[config.mk]
export PLATFORM = sky130hd
export DESIGN_NAME = m72_vtiming_seq_flat
export DESIGN_NICKNAME = d
export VERILOG_FILES = /design/src/rtl/m72_video_pkg.sv /design/src/rtl/m72_vtiming_seq_if.sv /design/src/rtl/m72_vtiming_seq.sv /design/src/flat_wrapper.sv
export SDC_FILE = /design/constraint.sdc
export NUM_CORES = 1
export LEC_CHECK = 0
export BUFFER_PORTS_ARGS = -buffer_cell sky130_fd_sc_hd__buf_2
export CAP_MARGIN = 20
export CELL_PAD_IN_SITES_DETAIL_PLACEMENT = 1
export CELL_PAD_IN_SITES_GLOBAL_PLACEMENT = 2
export CORE_UTILIZATION = 35
export DETAILED_ROUTE_END_ITERATION = 10
export GPL_ROUTABILITY_DRIVEN = 1
export PLACE_DENSITY = 0.8
export SLEW_MARGIN = 10
export SYNTH_ARGS = -nofsm -noshare
export SYNTH_HDL_FRONTEND = slang
export SYNTH_SLANG_ARGS = --single-unit
[constraint.sdc]
create_clock -name clk -period 5.9 [get_ports clk]
set_input_delay 0.59 -clock clk [delete_from_list [all_inputs] [get_ports clk]]
set_output_delay 0.59 -clock clk [all_outputs]
set_load 0.03 [all_outputs]
[src/rtl/m72_video_pkg.sv]
// Shared M72 video timing constants, PROM flag bit positions and sequencer state type.
package m72_video_pkg;

  localparam int unsigned H_W = 9;
  localparam int unsigned V_W = 9;
  localparam int unsigned A_W = 8;
  localparam int unsigned F_W = 4;

  localparam int unsigned H_TOTAL       = 512;
  localparam int unsigned H_BLANK_START = 384;
  localparam int unsigned H_SYNC_START  = 416;
  localparam int unsigned H_SYNC_LEN    = 32;
  localparam logic [V_W-1:0] V_FIRST    = 9'h0E4;
  localparam logic [V_W-1:0] V_LAST     = 9'h1FF;

  localparam int unsigned VF_VSYNC  = 0;
  localparam int unsigned VF_SPARE  = 1;
  localparam int unsigned VF_VINT   = 2;
  localparam int unsigned VF_VBLANK = 3;

  typedef enum logic {
    ST_RST = 1'b0,
    ST_RUN = 1'b1
  } seq_state_t;

endpackage

[src/rtl/m72_vtiming_seq_if.sv]
// Video timing bus: pixel enable and PROM port in, counters/blank/sync/flags out.
interface m72_vtiming_seq_if;
  import m72_video_pkg::*;

  logic             ce_pix;
  logic [F_W-1:0]   prom_d;
  logic [A_W-1:0]   prom_a;
  logic [H_W-1:0]   hcount;
  logic [V_W-1:0]   vcount;
  logic             hblank;
  logic             hsync;
  logic [F_W-1:0]   line_flags;
  logic             vsync;
  logic             vblank;
  logic             vint;

  modport master (
    input  ce_pix, prom_d,
    output prom_a, hcount, vcount, hblank, hsync, line_flags, vsync, vblank, vint
  );

  modport slave (
    output ce_pix, prom_d,
    input  prom_a, hcount, vcount, hblank, hsync, line_flags, vsync, vblank, vint
  );
endinterface

[src/rtl/m72_vtiming_seq.sv]
// M72 pixel/line sequencer: runs counters, prefetches the vertical PROM one pixel
// ahead of each line step and latches its nibble as the current line's flags.
module m72_vtiming_seq #(
  parameter int unsigned H_TOTAL       = m72_video_pkg::H_TOTAL,
  parameter int unsigned H_BLANK_START = m72_video_pkg::H_BLANK_START,
  parameter int unsigned H_SYNC_START  = m72_video_pkg::H_SYNC_START,
  parameter int unsigned H_SYNC_LEN    = m72_video_pkg::H_SYNC_LEN,
  parameter logic [8:0]  V_FIRST       = m72_video_pkg::V_FIRST,
  parameter logic [8:0]  V_LAST        = m72_video_pkg::V_LAST
) (
  input  logic                clk,
  input  logic                reset_n,
  m72_vtiming_seq_if.master   bus
);
  import m72_video_pkg::*;

  localparam logic [H_W-1:0] H_LAST_C  = H_W'(H_TOTAL - 1);
  localparam logic [H_W-1:0] H_BLANK_C = H_W'(H_BLANK_START);
  localparam logic [H_W-1:0] H_SYNC_C  = H_W'(H_SYNC_START);
  localparam logic [H_W:0]   H_SEND_C  = (H_W+1)'(H_SYNC_START + H_SYNC_LEN);

  seq_state_t       state_q, state_d;
  logic [H_W-1:0]   hcount_q;
  logic [V_W-1:0]   vcount_q;
  logic [A_W-1:0]   prom_a_q;
  logic [F_W-1:0]   flags_q;
  logic             hblank_q;
  logic             hsync_q;
  logic             vint_arm_q;
  logic             vint_q;

  logic [H_W-1:0]   h_next;
  logic [V_W-1:0]   next_v;
  logic             adv;

  always_ff @(posedge clk or negedge reset_n) begin
    if (!reset_n) state_q <= ST_RST;
    else          state_q <= state_d;
  end

  // Reset holds the sequencer; it runs from the first edge after release.
  always_comb begin
    state_d = state_q;
    case (state_q)
      ST_RST:  state_d = ST_RUN;
      ST_RUN:  state_d = ST_RUN;
      default: state_d = ST_RST;
    endcase
  end

  always_comb begin
    adv    = (state_q == ST_RUN) && bus.ce_pix;
    h_next = (hcount_q == H_LAST_C) ? '0 : hcount_q + H_W'(1);
    next_v = (vcount_q == V_LAST) ? V_FIRST : vcount_q + V_W'(1);
  end

  // vint is a one-clk pulse one clk after the line step, so it runs outside the ce gate.
  always_ff @(posedge clk or negedge reset_n) begin
    if (!reset_n) begin
      hcount_q   <= '0;
      vcount_q   <= V_FIRST;
      prom_a_q   <= V_FIRST[A_W-1:0];
      flags_q    <= '0;
      hblank_q   <= 1'b0;
      hsync_q    <= 1'b0;
      vint_arm_q <= 1'b0;
      vint_q     <= 1'b0;
    end else begin
      vint_q     <= vint_arm_q;
      vint_arm_q <= 1'b0;
      if (adv) begin
        hcount_q <= h_next;
        hblank_q <= (h_next >= H_BLANK_C);
        hsync_q  <= (h_next >= H_SYNC_C) && ({1'b0, h_next} < H_SEND_C);
        if (h_next == H_LAST_C) begin
          prom_a_q <= next_v[A_W-1:0];
        end
        if (hcount_q == H_LAST_C) begin
          vcount_q   <= next_v;
          flags_q    <= bus.prom_d;
          vint_arm_q <= !flags_q[VF_VINT] && bus.prom_d[VF_VINT];
        end
      end
    end
  end

  assign bus.prom_a     = prom_a_q;
  assign bus.hcount     = hcount_q;
  assign bus.vcount     = vcount_q;
  assign bus.hblank     = hblank_q;
  assign bus.hsync      = hsync_q;
  assign bus.line_flags = flags_q;
  assign bus.vsync      = flags_q[VF_VSYNC];
  assign bus.vblank     = flags_q[VF_VBLANK];
  assign bus.vint       = vint_q;

endmodule

[src/flat_wrapper.sv]
// flat-port wrapper written by rule: the top's interface ports become plain ports
module m72_vtiming_seq_flat import m72_video_pkg::*;
#(
  parameter int unsigned H_TOTAL       = m72_video_pkg::H_TOTAL,
  parameter int unsigned H_BLANK_START = m72_video_pkg::H_BLANK_START,
  parameter int unsigned H_SYNC_START  = m72_video_pkg::H_SYNC_START,
  parameter int unsigned H_SYNC_LEN    = m72_video_pkg::H_SYNC_LEN,
  parameter logic [8:0]  V_FIRST       = m72_video_pkg::V_FIRST,
  parameter logic [8:0]  V_LAST        = m72_video_pkg::V_LAST
)
  (clk, reset_n, bus_ce_pix, bus_prom_d, bus_prom_a, bus_hcount, bus_vcount, bus_hblank, bus_hsync, bus_line_flags, bus_vsync, bus_vblank, bus_vint);
  m72_vtiming_seq_if bus_i ();
  input  logic clk;
  input  logic reset_n;
  input wire logic [$bits(bus_i.ce_pix)-1:0] bus_ce_pix;
  input wire logic [$bits(bus_i.prom_d)-1:0] bus_prom_d;
  output wire logic [$bits(bus_i.prom_a)-1:0] bus_prom_a;
  output wire logic [$bits(bus_i.hcount)-1:0] bus_hcount;
  output wire logic [$bits(bus_i.vcount)-1:0] bus_vcount;
  output wire logic [$bits(bus_i.hblank)-1:0] bus_hblank;
  output wire logic [$bits(bus_i.hsync)-1:0] bus_hsync;
  output wire logic [$bits(bus_i.line_flags)-1:0] bus_line_flags;
  output wire logic [$bits(bus_i.vsync)-1:0] bus_vsync;
  output wire logic [$bits(bus_i.vblank)-1:0] bus_vblank;
  output wire logic [$bits(bus_i.vint)-1:0] bus_vint;
  assign bus_i.ce_pix = bus_ce_pix;
  assign bus_i.prom_d = bus_prom_d;
  assign bus_prom_a = bus_i.prom_a;
  assign bus_hcount = bus_i.hcount;
  assign bus_vcount = bus_i.vcount;
  assign bus_hblank = bus_i.hblank;
  assign bus_hsync = bus_i.hsync;
  assign bus_line_flags = bus_i.line_flags;
  assign bus_vsync = bus_i.vsync;
  assign bus_vblank = bus_i.vblank;
  assign bus_vint = bus_i.vint;
  m72_vtiming_seq #(.H_TOTAL(H_TOTAL), .H_BLANK_START(H_BLANK_START), .H_SYNC_START(H_SYNC_START), .H_SYNC_LEN(H_SYNC_LEN), .V_FIRST(V_FIRST), .V_LAST(V_LAST)) u_core (.clk(clk), .reset_n(reset_n), .bus(bus_i));
endmodule
==> flow_metrics.env <==
export IMPL_ctsHtreeMaxLevel=2
export IMPL_endpoint_kind="flop"
export IMPL_diodes=0
export IMPL_setup_tns_ps=0
export IMPL_drt_wl_total_um=3950
export IMPL_ys_ff_latch=35
export IMPL_syn_inst=158
export IMPL_grt_pass1_vias=1367
export IMPL_critPathBufInv=0
export IMPL_critPathTopFamily="simple AND/OR/NAND/NOR gates"
export IMPL_power_total_mw=0.558
export IMPL_clkSinkCount=35
export IMPL_setup_slack_ps=2830
export IMPL_yosysSeqAreaShare_pct=51.8
export IMPL_cts_buffers=5
export IMPL_die_area_mm2=0.00517
export IMPL_synthTopCellsByArea="dfrtp_1 40%, dfstp_2 12%, mux2_2 12%, nor2_1 4.4%, o21ai_0 3.2%"
export IMPL_port_buffers=41
export IMPL_hold_start="u_core.vint_arm_q"
export IMPL_syn_nets=169
export IMPL_path_class="reg -> reg"
export IMPL_row_count=25
export IMPL_track_usage_pct=16.9
export IMPL_antenna_found_initial=0
export IMPL_grt_max_degree=36
export IMPL_async_reset_ff_share_pct=100
export IMPL_register_area_um2=886
export IMPL_die_w_um=71.9
export IMPL_slowest_delay_ps=460
export IMPL_detail_route_antenna_nets=0
export IMPL_min_path_cells=0
export IMPL_hold_viol=0
export IMPL_slew_headroom_pct=47.6
export IMPL_fin_crit_ps=3070
export IMPL_grt_overflow_total=0
export IMPL_p_leak_nw=1.07
export IMPL_cp_num_cells=10
export IMPL_multi_input_area_um2=786
export IMPL_worstPathArrival_ps=3230
export IMPL_fmax_ghz=0.326
export IMPL_reg2reg_from="u_core.bus.hcount[0]"
export IMPL_die_h_um=71.9
export IMPL_area_growth_pct=21.0
export IMPL_cts_max_path_buffers=2
export IMPL_synth_top_cell_area_share_pct=39.5
export IMPL_cts_resized=0
export IMPL_min_path_type="reg -> reg"
export IMPL_mostFrequentLayoutCells="41 x buf_2, 27 x dfrtp_1, 20 x nor2_1"
export IMPL_synth_edf_count=0
export IMPL_clkTransAtPathRegs_ps=70
export IMPL_clk_latency_ps=280
export IMPL_yosysUniqueCellTypes=35
export IMPL_initial_core_util_pct=36.2
export IMPL_drtIter0Drc=45
export IMPL_ios=42
export IMPL_setup_viol=0
export IMPL_dpl_cell_area_mm2=0.00197
export IMPL_max_cap_violations=0
export IMPL_ir_drop_v=0.0000828
export IMPL_hold_end="u_core.bus.vint"
export IMPL_wire_per_inst_um=14.7
export IMPL_final_cells=268
export IMPL_crit_top_cell="ha_1"
export IMPL_final_common_cell="buf_2"
export IMPL_worstRegToRegCells=10
export IMPL_final_core_util_pct=43.8
export IMPL_fin_crit_sh_pct=52.0
export IMPL_gp_congestion=0.741
export IMPL_holdWs_ps=366
export IMPL_status="finished clean"
export IMPL_dpl_hpwl_um=2890
export IMPL_postCtsSetupBuffers=0
export IMPL_rrSetupSlack_ps=2830
export IMPL_drive_gt1_share_pct=39.8
export IMPL_place_ws_ps=2810
export IMPL_crit_fanout=12
export IMPL_vias=1311
export IMPL_cts_hold_buf=0
export IMPL_rsz0062_at_grt="no"
export IMPL_core_mm2=0.00472
export IMPL_critPathLaunchType="flop"
export IMPL_worst_path_max_delay_cell="dfrtp_1"
export IMPL_p_per_area_mw_per_mm2=270
export IMPL_post_drt_via_cell_ratio=4.89
export IMPL_synth_top_area_cell="dfrtp_1"
export IMPL_first_pass_iters=4
export IMPL_required_ps=6060
export IMPL_synth_cell_area_mm2=0.00171
export IMPL_synth_main_ff_cell="dfrtp_1"
export IMPL_cts_tree="built"
export IMPL_drcViolationCount=0
export IMPL_root_buffer="clkbuf_8"
export IMPL_reg2reg_to="u_core.bus.prom_a[3]"
export IMPL_yosysWarnings=0
export IMPL_fillCellCount=550
export IMPL_fin_area_mm2=0.00207
export IMPL_place_inst=260
export IMPL_avgSynthCellArea_um2=10.8
export IMPL_maxSlewViolCount=0
export IMPL_nets=211
export IMPL_fin_skew_ps=4.23
export IMPL_path_cells="ha_1 > nand2_1 > nor2_2 > and3_1 > ha_1 > nand2b_1 > nor4b_1 > o21ai_0 > nor4_4 > mux2_2"
export IMPL_grt_pass1_wl_um=6630
export IMPL_worst_slew_pin_slew_ps=786
## how the worst max path moves through the flow
stage,startpoint,endpoint,slack [ps]
6_report,u_core.bus.hcount[0],u_core.bus.prom_a[3],2830
5_1_grt,u_core.bus.hcount[0],u_core.bus.prom_a[1],2590
4_1_cts,u_core.bus.hcount[0],u_core.bus.prom_a[3],2790
3_5_place_dp,u_core.bus.hcount[0],u_core.bus.prom_a[3],2810
3_3_place_gp,u_core.bus.hcount[0],u_core.bus.prom_a[1],2910
2_1_floorplan,u_core.bus.hcount[0],u_core.bus.prom_a[0],3130
## per-layer routing
metal,vias up,GRT usage [%],part of all wire [%]
met5,-,0,0
met2,22,27.4,50
li1,633,-,-
met3,2,4.64,2.7
met1,654,22.6,47
met4,0,3.92,0.38
## sequential cells by signal (all words and copies together), names as in the netlist
| name | cells |
|---|---|
| u_core.bus.vint | 1 |
| u_core.bus.hcount | 9 |
| u_core.bus.prom_a | 8 |
| u_core.vint_arm_q | 1 |
| u_core.bus.line_flags | 4 |
| u_core.state_q | 1 |
| u_core.bus.vcount | 9 |
| u_core.bus.hsync | 1 |
| u_core.bus.hblank | 1 |
## cell usage after synthesis (all sizes together) (3+ instances only)
library cell / count
and3: 3
clkbuf: 4
dfrtp: 27
dfstp: 8
ha: 4
mux2: 18
mux2i: 3
nand2: 14
nand2b: 3
nand3: 8
nor2: 22
o21ai: 11
o31ai: 3
xnor2: 3
xor2: 3
## logic make-up after synthesis
logic type,after synthesis,share of synthesized area (%)
adders and majority gates,4,2.93
AOI/OAI and AO/OA,21,7.47
other,1,0.219
buffers and inverters,8,2.20
xor gates and xnor gates,6,3.08
DFF,35,51.8
muxes,21,13.6
and+or+nand+nor,62,18.7
## power breakdown
part / leakage (nW) / internal [mW] / switching, mW / total [mW]
combinational: 0.571 / 0.0301 / 0.0612 / 0.0913
sequential: 0.446 / 0.253 / 0.0251 / 0.278
clock: 0.0515 / 0.107 / 0.0819 / 0.188
## area by class of cell
type                    instances  share of cell area [%]
inverters                       2                   0.363
repair buffers                 41                    9.92
clock buffers                   8                    4.84
well taps                      67                    4.05
multi-input cells             115                    38.0
flip-flops and latches         35                    42.8
## worst register-to-register path, stage by stage (launching register included)
cell and delay, ps:
dfrtp_1 460, ha_1 310, nand2_1 100, nor2_2 60
and3_1 190, ha_1 320, nand2b_1 210, nor4b_1 260
o21ai_0 190, nor4_4 460, mux2_2 400
Note: power is estimated with default switching activity, not from simulation.
